--- src/rtl/order_book_pkg.sv ---
// rtl/order_book_pkg.sv - shared order message layout, symbol table and scheduler state encoding
package order_book_pkg;

    localparam int MSG_W = 306;

    localparam int OFF_MSG_TYPE      = 0;
    localparam int OFF_SYMBOL_ID     = 1;
    localparam int OFF_SIDE          = 49;
    localparam int OFF_PRICE         = 50;
    localparam int OFF_ORIG_PRICE    = 114;
    localparam int OFF_QUANTITY      = 178;
    localparam int OFF_ORIG_ORDER_ID = 242;
    localparam int OFF_ORDER_ID      = 274;

    localparam logic [47:0] SYM_FOO  = 48'h0000_0046_4F4F;
    localparam logic [47:0] SYM_ABC  = 48'h0000_0041_4243;
    localparam logic [47:0] SYM_XYZ  = 48'h0000_0058_595A;
    localparam logic [47:0] SYM_BAR  = 48'h0000_0042_4152;
    localparam logic [47:0] SYM_MSFT = 48'h0000_4D53_4654;

    // Member order places msg_type at bit 0, matching the OFF_* offsets above.
    typedef struct packed {
        logic [31:0] order_id;
        logic [31:0] orig_order_id;
        logic [63:0] quantity;
        logic [63:0] orig_price;
        logic [63:0] price;
        logic        side;
        logic [47:0] symbol_id;
        logic        msg_type;
    } order_msg_t;

    typedef enum logic {
        ST_IDLE = 1'b0,
        ST_GAP  = 1'b1
    } sched_state_t;

    function automatic logic is_known_symbol(input logic [47:0] sym);
        return (sym == SYM_FOO) || (sym == SYM_ABC) || (sym == SYM_XYZ) ||
               (sym == SYM_BAR) || (sym == SYM_MSFT);
    endfunction

endpackage

--- src/rtl/rr_arbiter.sv ---
// rtl/rr_arbiter.sv - combinational round-robin arbiter, first requester after last_grant wins
module rr_arbiter #(
    parameter int N = 4,
    localparam int IW = (N > 1) ? $clog2(N) : 1
) (
    input  logic [N-1:0]  req,
    input  logic [IW-1:0] last_grant,
    output logic [N-1:0]  grant,
    output logic [IW-1:0] grant_idx,
    output logic          grant_any
);

    logic [N-1:0] mask;
    logic [N-1:0] masked;
    logic         hit;

    // Requesters above last_grant take priority; otherwise wrap to the lowest requester.
    always_comb begin
        mask = '0;
        for (int i = 0; i < N; i++) begin
            mask[i] = (i > int'(last_grant));
        end
        masked    = req & mask;
        grant     = '0;
        grant_idx = '0;
        hit       = 1'b0;
        for (int i = 0; i < N; i++) begin
            if (!hit && masked[i]) begin
                grant[i]  = 1'b1;
                grant_idx = IW'(i);
                hit       = 1'b1;
            end
        end
        for (int i = 0; i < N; i++) begin
            if (!hit && req[i]) begin
                grant[i]  = 1'b1;
                grant_idx = IW'(i);
                hit       = 1'b1;
            end
        end
    end

    assign grant_any = |req;

endmodule

--- src/rtl/order_msg_scheduler.sv ---
// rtl/order_msg_scheduler.sv - round-robin serialiser of feed-port order messages onto the order_book bus
module order_msg_scheduler
    import order_book_pkg::*;
#(
    parameter int NPORT      = 4,
    parameter int GAP_CYCLES = 2
) (
    input  logic                   clk,
    input  logic                   rst_n,
    input  logic                   en,
    input  logic [NPORT-1:0]       in_valid,
    output logic [NPORT-1:0]       in_ready,
    input  logic [NPORT*MSG_W-1:0] in_msg,
    output logic                   msg_valid,
    output logic                   msg_type,
    output logic [47:0]            symbol_id,
    output logic                   side,
    output logic [63:0]            price,
    output logic [63:0]            orig_price,
    output logic [63:0]            quantity,
    output logic [31:0]            orig_order_id,
    output logic [31:0]            order_id,
    output logic [2:0]             grant_port,
    output logic [31:0]            fwd_cnt,
    output logic [15:0]            drop_cnt
);

    localparam int         IW       = (NPORT > 1) ? $clog2(NPORT) : 1;
    localparam logic [3:0] GAP_LOAD = 4'(GAP_CYCLES);

    sched_state_t     state;
    sched_state_t     state_nxt;
    logic [IW-1:0]    last_grant;
    logic [NPORT-1:0] arb_grant;
    logic [IW-1:0]    arb_idx;
    logic             arb_any;
    logic [3:0]       gap_cnt;
    logic             accept;
    logic             sel_known;
    order_msg_t       sel_msg;
    order_msg_t       issued;

    rr_arbiter #(.N(NPORT)) u_arb (
        .req        (in_valid),
        .last_grant (last_grant),
        .grant      (arb_grant),
        .grant_idx  (arb_idx),
        .grant_any  (arb_any)
    );

    always_comb begin
        sel_msg = '0;
        for (int p = 0; p < NPORT; p++) begin
            if (arb_idx == IW'(p)) begin
                sel_msg = in_msg[p*MSG_W +: MSG_W];
            end
        end
        sel_known = is_known_symbol(sel_msg.symbol_id);
    end

    always_comb begin
        state_nxt = state;
        accept    = 1'b0;
        in_ready  = '0;
        case (state)
            ST_IDLE: begin
                if (en && arb_any) begin
                    accept   = 1'b1;
                    in_ready = arb_grant;
                    // Filtered messages never open a gap.
                    if (sel_known && (GAP_CYCLES > 0)) begin
                        state_nxt = ST_GAP;
                    end
                end
            end
            ST_GAP: begin
                if (gap_cnt <= 4'd1) begin
                    state_nxt = ST_IDLE;
                end
            end
            default: state_nxt = ST_IDLE;
        endcase
    end

    always_ff @(posedge clk or negedge rst_n) begin
        if (!rst_n) begin
            state <= ST_IDLE;
        end else begin
            state <= state_nxt;
        end
    end

    always_ff @(posedge clk or negedge rst_n) begin
        if (!rst_n) begin
            gap_cnt <= '0;
        end else if (accept && sel_known) begin
            gap_cnt <= GAP_LOAD;
        end else if ((state == ST_GAP) && (gap_cnt != 4'd0)) begin
            gap_cnt <= gap_cnt - 4'd1;
        end
    end

    always_ff @(posedge clk or negedge rst_n) begin
        if (!rst_n) begin
            last_grant <= IW'(NPORT - 1);
            grant_port <= '0;
            msg_valid  <= 1'b0;
            issued     <= '0;
            fwd_cnt    <= '0;
            drop_cnt   <= '0;
        end else begin
            msg_valid <= accept && sel_known;
            if (accept) begin
                last_grant <= arb_idx;
                grant_port <= 3'(arb_idx);
                if (sel_known) begin
                    issued  <= sel_msg;
                    fwd_cnt <= fwd_cnt + 32'd1;
                end else if (drop_cnt != 16'hFFFF) begin
                    drop_cnt <= drop_cnt + 16'd1;
                end
            end
        end
    end

    assign msg_type      = issued.msg_type;
    assign symbol_id     = issued.symbol_id;
    assign side          = issued.side;
    assign price         = issued.price;
    assign orig_price    = issued.orig_price;
    assign quantity      = issued.quantity;
    assign orig_order_id = issued.orig_order_id;
    assign order_id      = issued.order_id;

endmodule

--- config.mk ---
export PLATFORM = sky130hd
export DESIGN_NAME = order_msg_scheduler
export DESIGN_NICKNAME = d
export VERILOG_FILES = /design/src/rtl/order_book_pkg.sv /design/src/rtl/rr_arbiter.sv /design/src/rtl/order_msg_scheduler.sv
export SDC_FILE = /design/constraint.sdc
export NUM_CORES = 1
export LEC_CHECK = 0
export ABC_AREA = 1
export CAP_MARGIN = 20
export CORE_AREA = 2 2 621 623
export CTS_CLUSTER_DIAMETER = 60
export DETAILED_ROUTE_END_ITERATION = 16
export DIE_AREA = 0 0 623 625
export PLACE_DENSITY = 0.3
export SETUP_SLACK_MARGIN = 0.3
export SYNTH_ARGS = -nofsm -noshare
export SYNTH_HDL_FRONTEND = slang
export SYNTH_SLANG_ARGS = --single-unit
--- constraint.sdc ---
create_clock -name clk -period 2.74 [get_ports clk]
set_input_delay 0.411 -clock clk [delete_from_list [all_inputs] [get_ports clk]]
set_output_delay 0.411 -clock clk [all_outputs]
set_load 0.02 [all_outputs]
Word-level counts from Yosys, hierarchy flattened
Index checks and enable logic that the tools add are counted.
{ "totals": {"ff_bits": 364, "latch_bits": 0, "ram_bits": 0, "mem_bits_ro": 0, "out_inout_bits": 362, "elab_cells": 96, "memories": 0} }
{ "classes": {"n_addsub": 3, "mul": 0, "n_div": 0, "magnitude_cmp": 4, "eq_ne": 9, "shifts": 0, "muxes": 35, "bitwise_logic": 3, "n_reduce_logical": 27} }
{ "ops": {"columns": ["operator", "count"], "rows": [
  ["2-to-1 mux 306 bit", 4],
  ["== test 48 x 23 -> 1 bit, second input constant", 4],
  ["== test 48 x 31 -> 1 bit, second input constant", 1],
  ["adder 32 x 1 -> 32 bit, second input constant", 1],
  ["2-to-1 mux 1 bit", 20],
  ["adder 16 x 1 -> 16 bit, second input constant", 1],
  ["2-to-1 mux 4 bit", 4],
  ["inequality test 16 bit, second input constant", 1],
  ["2-to-1 mux 2 bit", 6],
  ["logical AND 1 bit", 10],
  ["zero test 1 bit", 7],
  ["bitwise AND 4 bit", 1],
  ["== test 2 bit, second input constant", 2],
  ["greater-than comparator 2 bit, first input constant", 2],
  ["less-or-equal comparator 4 x 1 -> 1 bit, second input constant", 1],
  ["logical OR 1 bit", 4],
  ["nonzero test 4 bit", 1],
  ["OR reduction 4 bit", 1],
  ["subtractor 4 x 1 -> 4 bit, second input constant", 1],
  ["AND reduction 3 bit", 1],
  ["== test 2 x 1 -> 1 bit, second input constant", 1],
  ["greater-than comparator 1 x 2 -> 1 bit, first input constant", 1],
  ["zero test 2 bit", 1],
  ["NOT 1 bit", 2],
  ["other kinds (3)", 3]
]} }

Logic depth before layout (Yosys ltp)
{ "logic_depth": {"depth_word": 37, "mapped_depth": 26, "mapped_depth_nobuf": 22} }

Modules after synthesis
A second synthesis with hierarchy kept.
{ "unflattened": {"cells_unflattened": 3766, "hier_area_um2": 24006.8} }
{ "by_module_without_submodules": {"columns": ["mod", "instances", "cells_per_inst", "area_per_inst_um2", "seq_area_each_um2"], "rows": [
  ["order_msg_scheduler", 1, 3730, 23844.1, 9111.2],
  ["rr_arbiter", 1, 36, 162.7, 0.0]
]} }

Worst setup path after synthesis
OpenSTA, ideal clock, no wires.
{ "synth_path": {"kind": "register to register", "from": "reg last_grant[1]", "to": "reg issued (netlist bit quantity[35])", "arrival_ps": 2830, "required_ps": 2612, "setup_slack_ps": -218, "path_stages_with_launch": 23, "path_buffers": 4, "period_less_slack_ps": 2958, "cell_sequence": "dfstp_2 > nand2_1 > nand2_2 > nand3_4 > nor2_4 > a21oi_4 > buf_4 > or2_2 > a21oi_1 > nand2_1 > nor2_1 > nand2_1 > nor2_1 > nand2_1 > nand2_2 > inv_2 > nand2_2 > nand3_2 > buf_6 > buf_6 > buf_6 > nand2_1 > o21ai_2"} }
{ "synth_between": {"elab_chain_cells": 33} }
{ "synth_lines": {"columns": ["element", "line", "source"], "rows": [
  ["from (decl)", "order_msg_scheduler.sv:33", "logic [IW-1:0] last_grant;"],
  ["from (signal assigned)", "order_msg_scheduler.sv:105", "last_grant <= IW'(NPORT - 1);"],
  ["from (signal assigned)", "order_msg_scheduler.sv:114", "last_grant <= arb_idx;"],
  ["greater-than comparator 1 x 2 -> 1 bit", "rr_arbiter.sv:21", "mask[i] = (i > int'(last_grant));"],
  ["bitwise AND 4 bit *", "rr_arbiter.sv:23", "masked = req & mask;"],
  ["logical AND 1 bit", "rr_arbiter.sv:28", "if (!hit && masked[i]) begin"],
  ["2-to-1 mux 1 bit", "rr_arbiter.sv:28", null],
  ["zero test 1 bit", "rr_arbiter.sv:28", null],
  ["logical AND 1 bit", "rr_arbiter.sv:28", null],
  ["2-to-1 mux 1 bit", "rr_arbiter.sv:28", null],
  ["zero test 1 bit", "rr_arbiter.sv:28", null],
  ["[... 13 more ...]", null, null],
  ["2-to-1 mux 2 bit *", "rr_arbiter.sv:35", "if (!hit && req[i]) begin"],
  ["zero test 2 bit", "order_msg_scheduler.sv:54", "if (arb_idx == IW'(p)) begin"],
  ["2-to-1 mux 306 bit (3 in a row)", "order_msg_scheduler.sv:54", null],
  ["2-to-1 mux 306 bit *", "order_msg_scheduler.sv:54", null],
  ["== test 48 x 23 -> 1 bit", "order_book_pkg.sv:39", "return (sym == SYM_FOO) || (sym == SYM_ABC) || (sym == SYM_XYZ) ||"],
  ["logical OR 1 bit (3 in a row)", "order_book_pkg.sv:39", null],
  ["logical OR 1 bit", "order_book_pkg.sv:40", "(sym == SYM_BAR) || (sym == SYM_MSFT);"],
  ["AND reduction 2 bit (no line)", null, null],
  ["to (signal assigned)", "order_msg_scheduler.sv:117", "issued <= sel_msg;"],
  ["to (decl)", "order_msg_scheduler.sv:41", "order_msg_t issued;"]
]} }
Every way passes the cells marked *; elsewhere a longest branch is shown, timed or not.
A chain may end at the register's enable or synchronous reset.

Final worst setup path
{ "layout_path": {"from": "reg last_grant[1]", "to": "reg issued (netlist bit orig_price[56])"} }
Same word-level chain as after synthesis.

==> impl_metrics.yaml <==
logic_synthesis:
  async_flop_share_pct: 100
  syn-cell-area_um2: 22700
  ys_seq_area_share_pct: 40.2
  synth_ff_type: "dfrtp_1"
  synthTopCellsByArea: "dfrtp_1, nand2_1, a221oi_1"
  yosysTopAreaCell: "dfrtp_1"
  synth_edf_count: 0
  synth_top_cell_area_share_pct: 39.9
  synth-seq-cells: 364
  syn_inst: 3185
  syn-num-nets: 4420
  synth.distinct_cells: 43
  yosysWarnings: 0
  syn_avg_cell_area_um2: 7.12
sta:
  fin_crit_ns: 3.76
  fmax_mhz: 266
  rsz0062_at_grt: "true"
  maxSlewHeadroom_pct: 30.2
  finalSetupViolations: 364
  final_hold_viol_count: 0
  tightest_slew_ns: 1.05
  fin_skew_ns: 0.0559
  period_share_pct: 137
  fin_ws_ns: -1.02
  maxSlewViolCount: 0
  fin_tns_setup_ns: -330.34
finish:
  drive_above_1_share_pct: 17.9
  seq_area_um2: 9110
  instances_no_fill: 10300
  nFillCells: 43800
  layout.nets: 6335
  multiInputGateArea_um2: 12800
  synthToLayoutAreaGrowth_pct: 132
critical_path:
  rrSetupSlack_ns: -1.02
  cpMostUsedCell: "nand2_1"
  worst-path-max-fanout: 11
  cp.arrival_ns: 4.41
  path_class: "flop to flop"
  crit_slowest_cell: "dfstp_2"
  crit_path_end_kind: "flop"
  worstSetupStartpointType: "flop"
  cp_top_family: "buffers and inverters"
  path_buf_inv: 10
  critical_path_required_ns: 3.39
  cpPeakStageDelay_ns: 0.57
floorplan:
  ios: 1593
  die_w_um: 623
  rows: 228
  initial_core_util_pct: 5.91
  coreArea_um2: 384000
  dieArea_um2: 389000
  die_h_um: 625
grt:
  overflow: 0
  grt_max_degree: 122
  grt_pass1_vias: 33000
  antenna_found_initial: 204
  track_usage_pct: 15.4
  grt_pass1_wl_um: 385000
clock_tree:
  cts_sinks: 364
  ctsRootBufferMaster: "clkbuf_16"
  numCtsBuffers: 79
  cts_tree: "yes"
  h-tree-depth: 3
  clkSlewWorstSetupHoldPaths_ns: 0.05
  cts_buffer_depth: 4
  insertion_delay_ns: 0.79
detailed_routing:
  wirelength_um: 315000
  drc: 0
  wire_per_inst_um: 30.7
  drt_iter0_markers: 2108
  ant_nets: 0
  viasPerCell: 3.17
  dr.pass1.iters: 5
  vias: 32600
power:
  cellPowerDensity_nw_per_um2: 505
  vdd_drop_max_mv: 0.378
  p_leak_nw: 21.4
placement:
  dpl.hpwl_um: 275000
  gp_congestion: 0.970
  numPortBuffers: 1591
  placed_cells: 9976
min_path:
  hold_path_class: "input port to asynchronous set/reset pin"
run:
  max_cap_violations: 0
outcome:
  status: "complete, but fails checks"
  violations: "setup timing"
[metal layers]
layer	vias to the layer above	global-route usage (%)	part of all wire, %
met5	-	0	0.26
met2	1448	26.4	48
met4	130	3.18	2.4
met3	512	10.6	15
li1	14800	-	-
met1	15700	15.2	34
[registers in the layout (all words and copies together) (netlist names)]
register / count
msg_type: 1
symbol_id: 48
orig_price: 64
order_id: 32
state: 1
drop_cnt: 16
last_grant: 2
side: 1
fwd_cnt: 32
quantity: 64
grant_port: 2
orig_order_id: 32
gap_cnt: 4
price: 64
msg_valid: 1
[kinds of logic after synthesis]
logic type	Yosys count	share of synthesized area [%]
buffers and inverters	338	7.12
other	1	0.0165
adder cells (fa/ha/maj)	4	0.221
flip-flops	364	40.2
XOR/XNOR	35	1.35
AO/OA/AOI/OAI	591	18.0
AND/OR/NAND/NOR	1852	33.1
[cell usage in the layout, fill, tap and decap left out, drive strengths merged]
cell type	instances
a21boi	15
a21oi	23
a221oi	258
a31oi	2
and3	1
buf	509
bufbuf	1
bufinv	12
clkbuf	109
clkdlybuf4s50	1528
clkinv	15
clkinvlp	11
conb	1
dfrtp	362
dfstp	2
diode	42
dlygate4sd3	1
ha	4
inv	125
nand2	1442
nand3	145
nand3b	1
nand4	60
nor2	127
nor3	20
nor4	6
o211ai	1
o21ai	292
o21bai	1
or2	50
xnor2	16
xor2	19
[worst paths after layout]
path,from,end,depth (start not counted)
min in group clk,in_msg[1147],quantity[51]$_DFFE_PN0P_,3
min reg2reg,symbol_id[35]$_DFFE_PN0P_,symbol_id[35]$_DFFE_PN0P_,2
max,last_grant[1]$_DFFE_PN1P_,orig_price[56]$_DFFE_PN0P_,25
min,rst_n,symbol_id[29]$_DFFE_PN0P_,2
max reg2reg,last_grant[1]$_DFFE_PN1P_,orig_price[56]$_DFFE_PN0P_,25
max in group asynchronous,rst_n,orig_order_id[21]$_DFFE_PN0P_,4
[metrics by stage]
stage          instance area, um2  setup slack [ns]  hold WS, ns  util (%)  total power [mW]
5_1_grt                     52600             -1.19        0.122      13.7              28.0
3_5_place_dp                47100             -1.45        0.363      12.3              15.7
6_report                    52700             -1.02        0.147      13.7              26.6
4_1_cts                     51500            -0.999       0.0845      13.4              27.1
3_3_place_gp                47100             -1.49        0.363      12.3              15.7
2_1_floorplan               22800            -0.193        0.115         -              9.04
[cells in the mapped netlist, types with 5 or more instances]
library cell / count
xor2_1: 19
o21ai_2: 21
a21boi_0: 8
a21oi_1: 20
or2_1: 18
nand2_2: 5
nand4_1: 60
o21ai_1: 262
clkbuf_1: 133
buf_4: 7
or2_2: 29
a21boi_1: 6
buf_2: 34
a221oi_1: 258
nor3_1: 20
nand2_1: 1437
dfrtp_1: 362
inv_2: 8
xnor2_1: 16
inv_1: 106
o21ai_0: 9
buf_6: 37
nand3_1: 142
nor2_1: 121
buf_1: 13
nor4_1: 6
[worst register-to-register path: cells and delay by family (launching register included)]
family	cells	cell delay (ns)
AND/OR/NAND/NOR	12	1.26
flip-flops	1	0.57
buffers and inverters	10	1.48
AO/OA/AOI/OAI	3	0.35
[where the power goes]
part           switching [mW]  internal (mW)  total [mW]
registers              0.0786           5.43        5.51
logic                    5.77           4.81        10.6
clock network            3.77           6.75        10.5
total                    9.62           17.0        26.6
[what timing repair did]
item	4_1_cts	5_1_grt
setup endpoints to repair	439	439
pin swaps	24	21
buffers inserted	41	16
cloned	22	23
resized for setup	184	135
hold buffers	1	0
endpoints found under the hold margin	87	0
[layout make-up]
cell class / count / area share [%]
clock inverters: 48 / 1.24
inverters: 114 / 0.871
multi-input cells: 2484 / 24.3
diodes: 42 / 0.199
clock buffers: 92 / 4.06
flip-flops and latches: 364 / 17.3
repair buffers: 2056 / 40.0
repair inverters: 1 / 0.0166
well taps: 5060 / 12.0
No activity file was read; power rests on OpenSTA's default activity.
